===== src/rtl/core_mem_arbiter.sv =====
// Round-robin arbiter from the icache/dcache miss ports onto one main-memory line port.
// One transaction in flight at a time; WAIT is bounded by a timeout answered with a bus error.
module core_mem_arbiter #(
  parameter int unsigned TIMEOUT_CYCLES = 1024,
  parameter int unsigned CNT_W          = 11
) (
  input  logic         clock,
  input  logic         reset,
  input  logic         icache_req_valid_miss,
  input  logic [148:0] icache_req_info_miss,
  input  logic         dcache_req_valid_miss,
  input  logic [148:0] dcache_req_info_miss,
  output logic [127:0] rsp_data_miss,
  output logic         rsp_bus_error,
  output logic         rsp_valid_miss,
  output logic         rsp_cache_id,
  output logic         mem_req_valid,
  input  logic         mem_req_ready,
  output logic         mem_req_we,
  output logic [19:0]  mem_req_addr,
  output logic [127:0] mem_req_wdata,
  input  logic         mem_rsp_valid,
  input  logic [127:0] mem_rsp_data,
  input  logic         mem_rsp_error
);

  typedef enum logic [1:0] {StIdle, StIssue, StWait, StResp} state_e;

  localparam logic [CNT_W-1:0] CntLast = CNT_W'(TIMEOUT_CYCLES - 1);

  state_e       r_state;
  state_e       w_state_next;
  logic [1:0]   r_pend_vld;
  logic [148:0] r_pend_info [2];
  logic         r_last_grant;
  logic         r_act_id;
  logic [148:0] r_act_info;
  logic [CNT_W-1:0] r_cnt;
  logic [127:0] r_rsp_data;
  logic         r_rsp_err;
  logic         r_rsp_id;

  logic [1:0]   w_req_vld;
  logic [1:0]   w_inflight;
  logic [1:0]   w_capture;
  logic [1:0]   w_grant_oh;
  logic         w_grant;
  logic         w_grant_id;
  logic         w_accept;
  logic         w_rsp_take;
  logic         w_timeout;

  assign w_req_vld  = {dcache_req_valid_miss, icache_req_valid_miss};
  // The source being served keeps its level high until it sees its response; ignore it.
  assign w_inflight = (r_state == StIdle) ? 2'b00 : (r_act_id ? 2'b10 : 2'b01);
  assign w_capture  = w_req_vld & ~r_pend_vld & ~w_inflight;
  assign w_grant_oh = w_grant ? (w_grant_id ? 2'b10 : 2'b01) : 2'b00;

  always_comb begin
    w_state_next   = r_state;
    w_grant        = 1'b0;
    w_accept       = 1'b0;
    w_rsp_take     = 1'b0;
    w_timeout      = 1'b0;
    mem_req_valid  = 1'b0;
    rsp_valid_miss = 1'b0;
    w_grant_id     = (&r_pend_vld) ? ~r_last_grant : r_pend_vld[1];
    unique case (r_state)
      StIdle: begin
        if (|r_pend_vld) begin
          w_grant      = 1'b1;
          w_state_next = StIssue;
        end
      end
      StIssue: begin
        mem_req_valid = 1'b1;
        if (mem_req_ready) begin
          w_accept     = 1'b1;
          w_state_next = StWait;
        end
      end
      StWait: begin
        // A response in the timeout cycle still wins.
        if (mem_rsp_valid) begin
          w_rsp_take   = 1'b1;
          w_state_next = StResp;
        end else if (r_cnt == CntLast) begin
          w_timeout    = 1'b1;
          w_state_next = StResp;
        end
      end
      StResp: begin
        rsp_valid_miss = 1'b1;
        w_state_next   = StIdle;
      end
      default: w_state_next = StIdle;
    endcase
  end

  always_ff @(posedge clock) begin
    if (reset) begin
      r_state <= StIdle;
    end else begin
      r_state <= w_state_next;
    end
  end

  always_ff @(posedge clock) begin
    if (reset) begin
      r_pend_vld     <= 2'b00;
      r_pend_info[0] <= '0;
      r_pend_info[1] <= '0;
      r_last_grant   <= 1'b1;
      r_act_id       <= 1'b0;
      r_act_info     <= '0;
      r_cnt          <= '0;
      r_rsp_data     <= '0;
      r_rsp_err      <= 1'b0;
      r_rsp_id       <= 1'b0;
    end else begin
      // Capture needs an empty latch and grant needs a full one, so they never collide.
      r_pend_vld <= (r_pend_vld & ~w_grant_oh) | w_capture;
      if (w_capture[0]) r_pend_info[0] <= icache_req_info_miss;
      if (w_capture[1]) r_pend_info[1] <= dcache_req_info_miss;

      if (w_grant) begin
        r_act_info   <= r_pend_info[w_grant_id];
        r_act_id     <= w_grant_id;
        r_last_grant <= w_grant_id;
      end

      if (w_accept) begin
        r_cnt <= '0;
      end else if (r_state == StWait) begin
        r_cnt <= r_cnt + CNT_W'(1);
      end

      if (w_rsp_take) begin
        r_rsp_data <= r_act_info[148] ? '0 : mem_rsp_data;
        r_rsp_err  <= mem_rsp_error;
        r_rsp_id   <= r_act_id;
      end else if (w_timeout) begin
        r_rsp_data <= '0;
        r_rsp_err  <= 1'b1;
        r_rsp_id   <= r_act_id;
      end
    end
  end

  assign mem_req_we    = r_act_info[148];
  assign mem_req_addr  = r_act_info[147:128];
  assign mem_req_wdata = r_act_info[127:0];
  assign rsp_data_miss = r_rsp_data;
  assign rsp_bus_error = r_rsp_err;
  assign rsp_cache_id  = r_rsp_id;

endmodule


===== config.mk =====
export PLATFORM = sky130hd
export DESIGN_NAME = core_mem_arbiter
export DESIGN_NICKNAME = d
export VERILOG_FILES = /design/src/rtl/core_mem_arbiter.sv
export SDC_FILE = /design/constraint.sdc
export NUM_CORES = 1
export LEC_CHECK = 0
export BUFFER_PORTS_ARGS = -buffer_cell sky130_fd_sc_hd__buf_2
export CAP_MARGIN = 10
export CORE_AREA = 2 2 280 282
export CTS_BUF_LIST = sky130_fd_sc_hd__clkbuf_2 sky130_fd_sc_hd__clkbuf_4 sky130_fd_sc_hd__clkbuf_8
export CTS_CLUSTER_SIZE = 30
export DETAILED_ROUTE_END_ITERATION = 8
export DIE_AREA = 0 0 282 284
export PLACE_DENSITY_LB_ADDON = 0.2
export SLEW_MARGIN = 40
export SYNTH_ARGS = -nofsm -noshare
export SYNTH_HDL_FRONTEND = slang
export SYNTH_SLANG_ARGS = --single-unit

===== constraint.sdc =====
create_clock -name clock -period 14.42 [get_ports clock]
set_input_delay 2.163 -clock clock [delete_from_list [all_inputs] [get_ports clock]]
set_output_delay 2.163 -clock clock [all_outputs]
set_load 0.02 [all_outputs]

[After elaboration in Yosys (flattened, before gate mapping)]
Memories as Yosys holds them, arrays and structs flattened. A register that Yosys moved wholly into a read port is not among the register bits.
Index checks and enable logic that the tools add are counted.
Cells by class
  add/sub/neg operators: 1
  bitwise logic cells: 10
  muxes and demuxes: 38
  equality and inequality tests: 7
  reduce and logical (&&, ||, !) cells: 6
Operators with widths (count)
  128-bit two-way mux: 3
  149-bit two-way mux: 2
  1-bit two-way mux: 24
  2-bit two-way mux: 8
  11-bit by 1-bit adder with 11-bit output, second input constant: 1
  11-bit by 10-bit equality test with 1-bit output, second input constant: 1
  2-bit case mux with 4 select lines: 1
  2-bit AND: 3
  2-bit NOT: 3
  2-bit equality test, second input constant: 2
  2-bit OR reduction: 2
  3-bit inequality test, second input constant: 1
  3-bit AND reduction: 1
  2-bit by 1-bit equality test with 1-bit output, second input constant: 1
  2-bit logical NOT: 1
  2-bit by 1-bit inequality test with 1-bit output, second input constant: 1
  2-bit inequality test, second input constant: 1
  1-bit OR: 2
  2-bit OR: 1
  2-bit AND reduction: 1
  2-bit nonzero test: 1
  1-bit NOT: 1
Word-level totals
  bits in writable memories: 298
  flip-flop bits (word level): 147
  logic and storage cells: 71
  input port bits: 433
  memories kept: 1
  output and inout bits: 281
Memory list
  r_pend_info: depth 2, width 149, read ports 1, clocked after Yosys merged registers in 1, write ports 2, line 34  | logic [148:0] r_pend_info [2];

[Longest topological paths before layout]
  depth after elaboration: 8
  gate-level depth with buffers: 8
  mapped depth without buffers: 6

[Worst setup path before layout]
No wires, ideal clock.
  path kind: input -> register
  start point: input port reset
  end point: memory r_pend_info[0][0] (enable)
  arrival: 6284 ps
  data required time: 13885 ps
  slack: 7601 ps
  stages: 3
  path through: clkbuf_1 -> clkbuf_1 -> nand2b_1
RTL lines
  start, declared: line 8  | input logic reset,
  end, declared: line 34

==> results.py <==
metrics = {
    "place": {
        "gp_congestion": 0.8014,
        "io_buffers": 713,
        "dp_hpwl_um": 46760,
    },
    "drt": {
        "drtIter0Drc": 1225,
        "wl_um": 70200,
        "route.vias.total": 15690,
        "drt.antenna.violating_nets": 0,
        "routed_via_density": 4.627,
        "routedWlPerCell_um": 20.70,
        "first_pass_iters": 9,
        "drcViolationCount": 0,
    },
    "finish": {
        "drive_gt1_share_pct": 40.03,
        "multiInputGateArea_um2": 5658,
        "num-fill-cells": 7626,
        "register_area_um2": 14870,
        "area_delta_synth_final_pct": 33.33,
        "final_util_pct": 36.50,
        "fin_nets": 2692,
    },
    "worst_setup_path": {
        "cp_max_fo": 93,
        "worstSetupPathType": "input port to flop",
        "startpoint_type": "input port",
        "cp.required_ns": 14.94,
        "cp.arrival_ns": 4.76,
        "cp-end-kind": "flop",
    },
    "yosys": {
        "synth_edf_count": 298,
        "synthMuxAreaShare_pct": 0.1960,
        "synthesis.instances": 1538,
        "ys.flop_type": "edfxtp_1",
        "synth_warnings": 0,
        "synth_top_area_share_pct": 42.47,
        "synthTopCellsByCount": "and2_1, edfxtp_1, dfxtp_1, nor2_1, a222oi_1",
        "synthAdderAreaFrac_pct": 0.3563,
        "synth-compound-area-share_pct": 13.07,
        "syn_area_um2": 21070,
        "synth-xor-area-share_pct": 0.3326,
        "synth_seq_area_share_pct": 70.60,
        "synth_cell_types": 39,
        "synthArstFlopShare_pct": 0,
        "syn-num-nets": 1977,
        "ys_ff_latch": 594,
        "synth.largest_area_cell": "edfxtp_1",
        "synth-simple-area-share_pct": 12.64,
        "synth_top_family_by_area": "compound AO/OA/AOI/OAI gates",
        "synthTopCellsByArea": "edfxtp_1, dfxtp_1, and2_1",
        "avgSynthCellArea_um2": 13.70,
    },
    "floorplanning": {
        "die_h_um": 284,
        "core_area_um2": 76960,
        "initial_utilization_pct": 27.38,
        "num_rows": 102,
        "io_pins": 714,
        "dieArea_um2": 80090,
        "die_x_um": 282,
    },
    "pwr": {
        "ir_drop_v": 0.00008014,
        "p_leak_nw": 12.29,
        "power.density_nw_per_um2": 181.4,
    },
    "sta": {
        "tightest_slew_ns": 0.8280,
        "setup_viol": 0,
        "fin_crit_ns": 4.242,
        "tns_ns": 0,
        "fin_crit_sh_pct": 29.42,
        "rsz0062_at_grt": "no",
        "finalClockSkew_ns": 0.06243,
        "slew_headroom_pct": 44.33,
        "slew_viol_final": 0,
        "fmax_mhz": 235.7,
        "hold_viol_final": 0,
    },
    "global_route": {
        "grt_overflow": 0,
        "grt_max_degree": 111,
        "grt_pass1_vias": 15920,
        "grt_pass1_wl_um": 100500,
        "grt_usage_pct": 16.63,
        "antenna_found_initial": 24,
    },
    "clock_tree": {
        "cts_resized": 0,
        "clockBufferDepth": 3,
        "cts_tree": "done",
        "h-tree-depth": 3,
        "cts-root-buf": "clkbuf_8",
        "cts.sinks": 594,
        "cts_hold_buffers": 0,
        "path_clk_slew_ns": 0.06,
        "post-cts-setup-buffers": 0,
        "clk_latency_ns": 0.70,
        "numCtsBuffers": 106,
    },
    "hold_path": {
        "hold_path.class": "flop to flop",
    },
    "job": {
        "drv_cap": 0,
    },
    "outcome": {
        "status": "finished, final reports clean",
    },
}
## final timing paths
check                   startpoint            endpoint  slack [ns]  cells past startpoint
max          icache_req_valid_miss  r_pend_info[0][14]       10.18                      7
min             rsp_data_miss[105]  rsp_data_miss[105]        0.47                      1
max reg2reg             r_state[0]  r_pend_info[1][14]       10.94                      7
min reg2reg     rsp_data_miss[105]  rsp_data_miss[105]        0.47                      1
## final cells by class
class / instances / area share, %
sequential: 594 / 52.95
multi-input combinational: 807 / 20.14
antenna: 8 / 0.07127
inverter: 7 / 0.09354
timing repair buffer: 737 / 13.73
clock buffer: 173 / 7.407
clock inverter: 25 / 0.9710
tap: 1040 / 4.632
## state kept, by name, indices dropped and copies added (netlist names)
name	flops
r_act_id	1
r_act_info	149
r_cnt	11
r_last_grant	1
r_pend_info	298
r_pend_vld	2
r_state	2
rsp_bus_error	1
rsp_cache_id	1
rsp_data_miss	128
## power by group
part           total, mW  switching (mW)  internal [mW]
Combinational       1.11           0.733          0.381
Sequential          2.28           0.129           2.15
Clock               1.70           0.713          0.990
## metal layers
layer	vias up	global-route usage, %	share of wire, %
met3	136	5.697	8.9
met4	24	6.024	2.7
met5	-	0	0.23
li1	7255	-	-
met1	7615	17.79	36
met2	660	30.00	52
## worst max-delay path, stage by stage
cell and delay [ns]:
buf_2 0.11, nand2b_1 0.12, mux2_2 0.31, a221oi_4 0.45
buf_4 0.65, buf_6 0.53, and2_1 0.22
## kinds of logic after synthesis
| group | count (synthesis) |
|---|---|
| compound gates | 297 |
| xor+xnor | 8 |
| fa+ha+maj | 6 |
| buf+inv | 137 |
| flops | 594 |
| mux | 4 |
| simple gates | 492 |
## cells in the final DEF (no fill, tap or decap), drive strengths merged, types with 2 or more instances in the layout
master    synthesis  final
a21oi             9      9
xnor2             3      3
nor2            160    160
dfxtp           296    296
ha                6      6
bufinv            0      4
and4              2      2
a22o            128    128
nand2             8      8
clkinvlp          0      3
and2            298    298
nand2b            8      8
nor3              4      4
clkinv            0     13
edfxtp          298    298
inv               7     12
and3              2      2
or3               2      2
o21ai             3      3
mux2i             3      3
buf              25    737
nand3             3      3
xor2              5      5
diode             0      8
nand4             3      3
clkbuf          105    173
a222oi          149    149
o21bai            2      2
## metrics by stage
step / hold slack, ns / cells / setup slack, ns / instance area (um2) / power, mW
finish: 0.4686 / 3391 / 10.18 / 28090 / 5.097
global route: 0.4786 / 3389 / 9.964 / 28090 / 5.362
CTS: 0.4528 / 3381 / 9.868 / 28030 / 5.179
detailed placement: 0.4500 / 3183 / 9.113 / 25680 / 3.444
global placement: 0.4508 / 3179 / 9.006 / 25570 / 3.400
floorplan: 0.4591 / 1538 / 7.601 / 21070 / 2.993
Note: power is estimated with default switching activity, not from simulation.
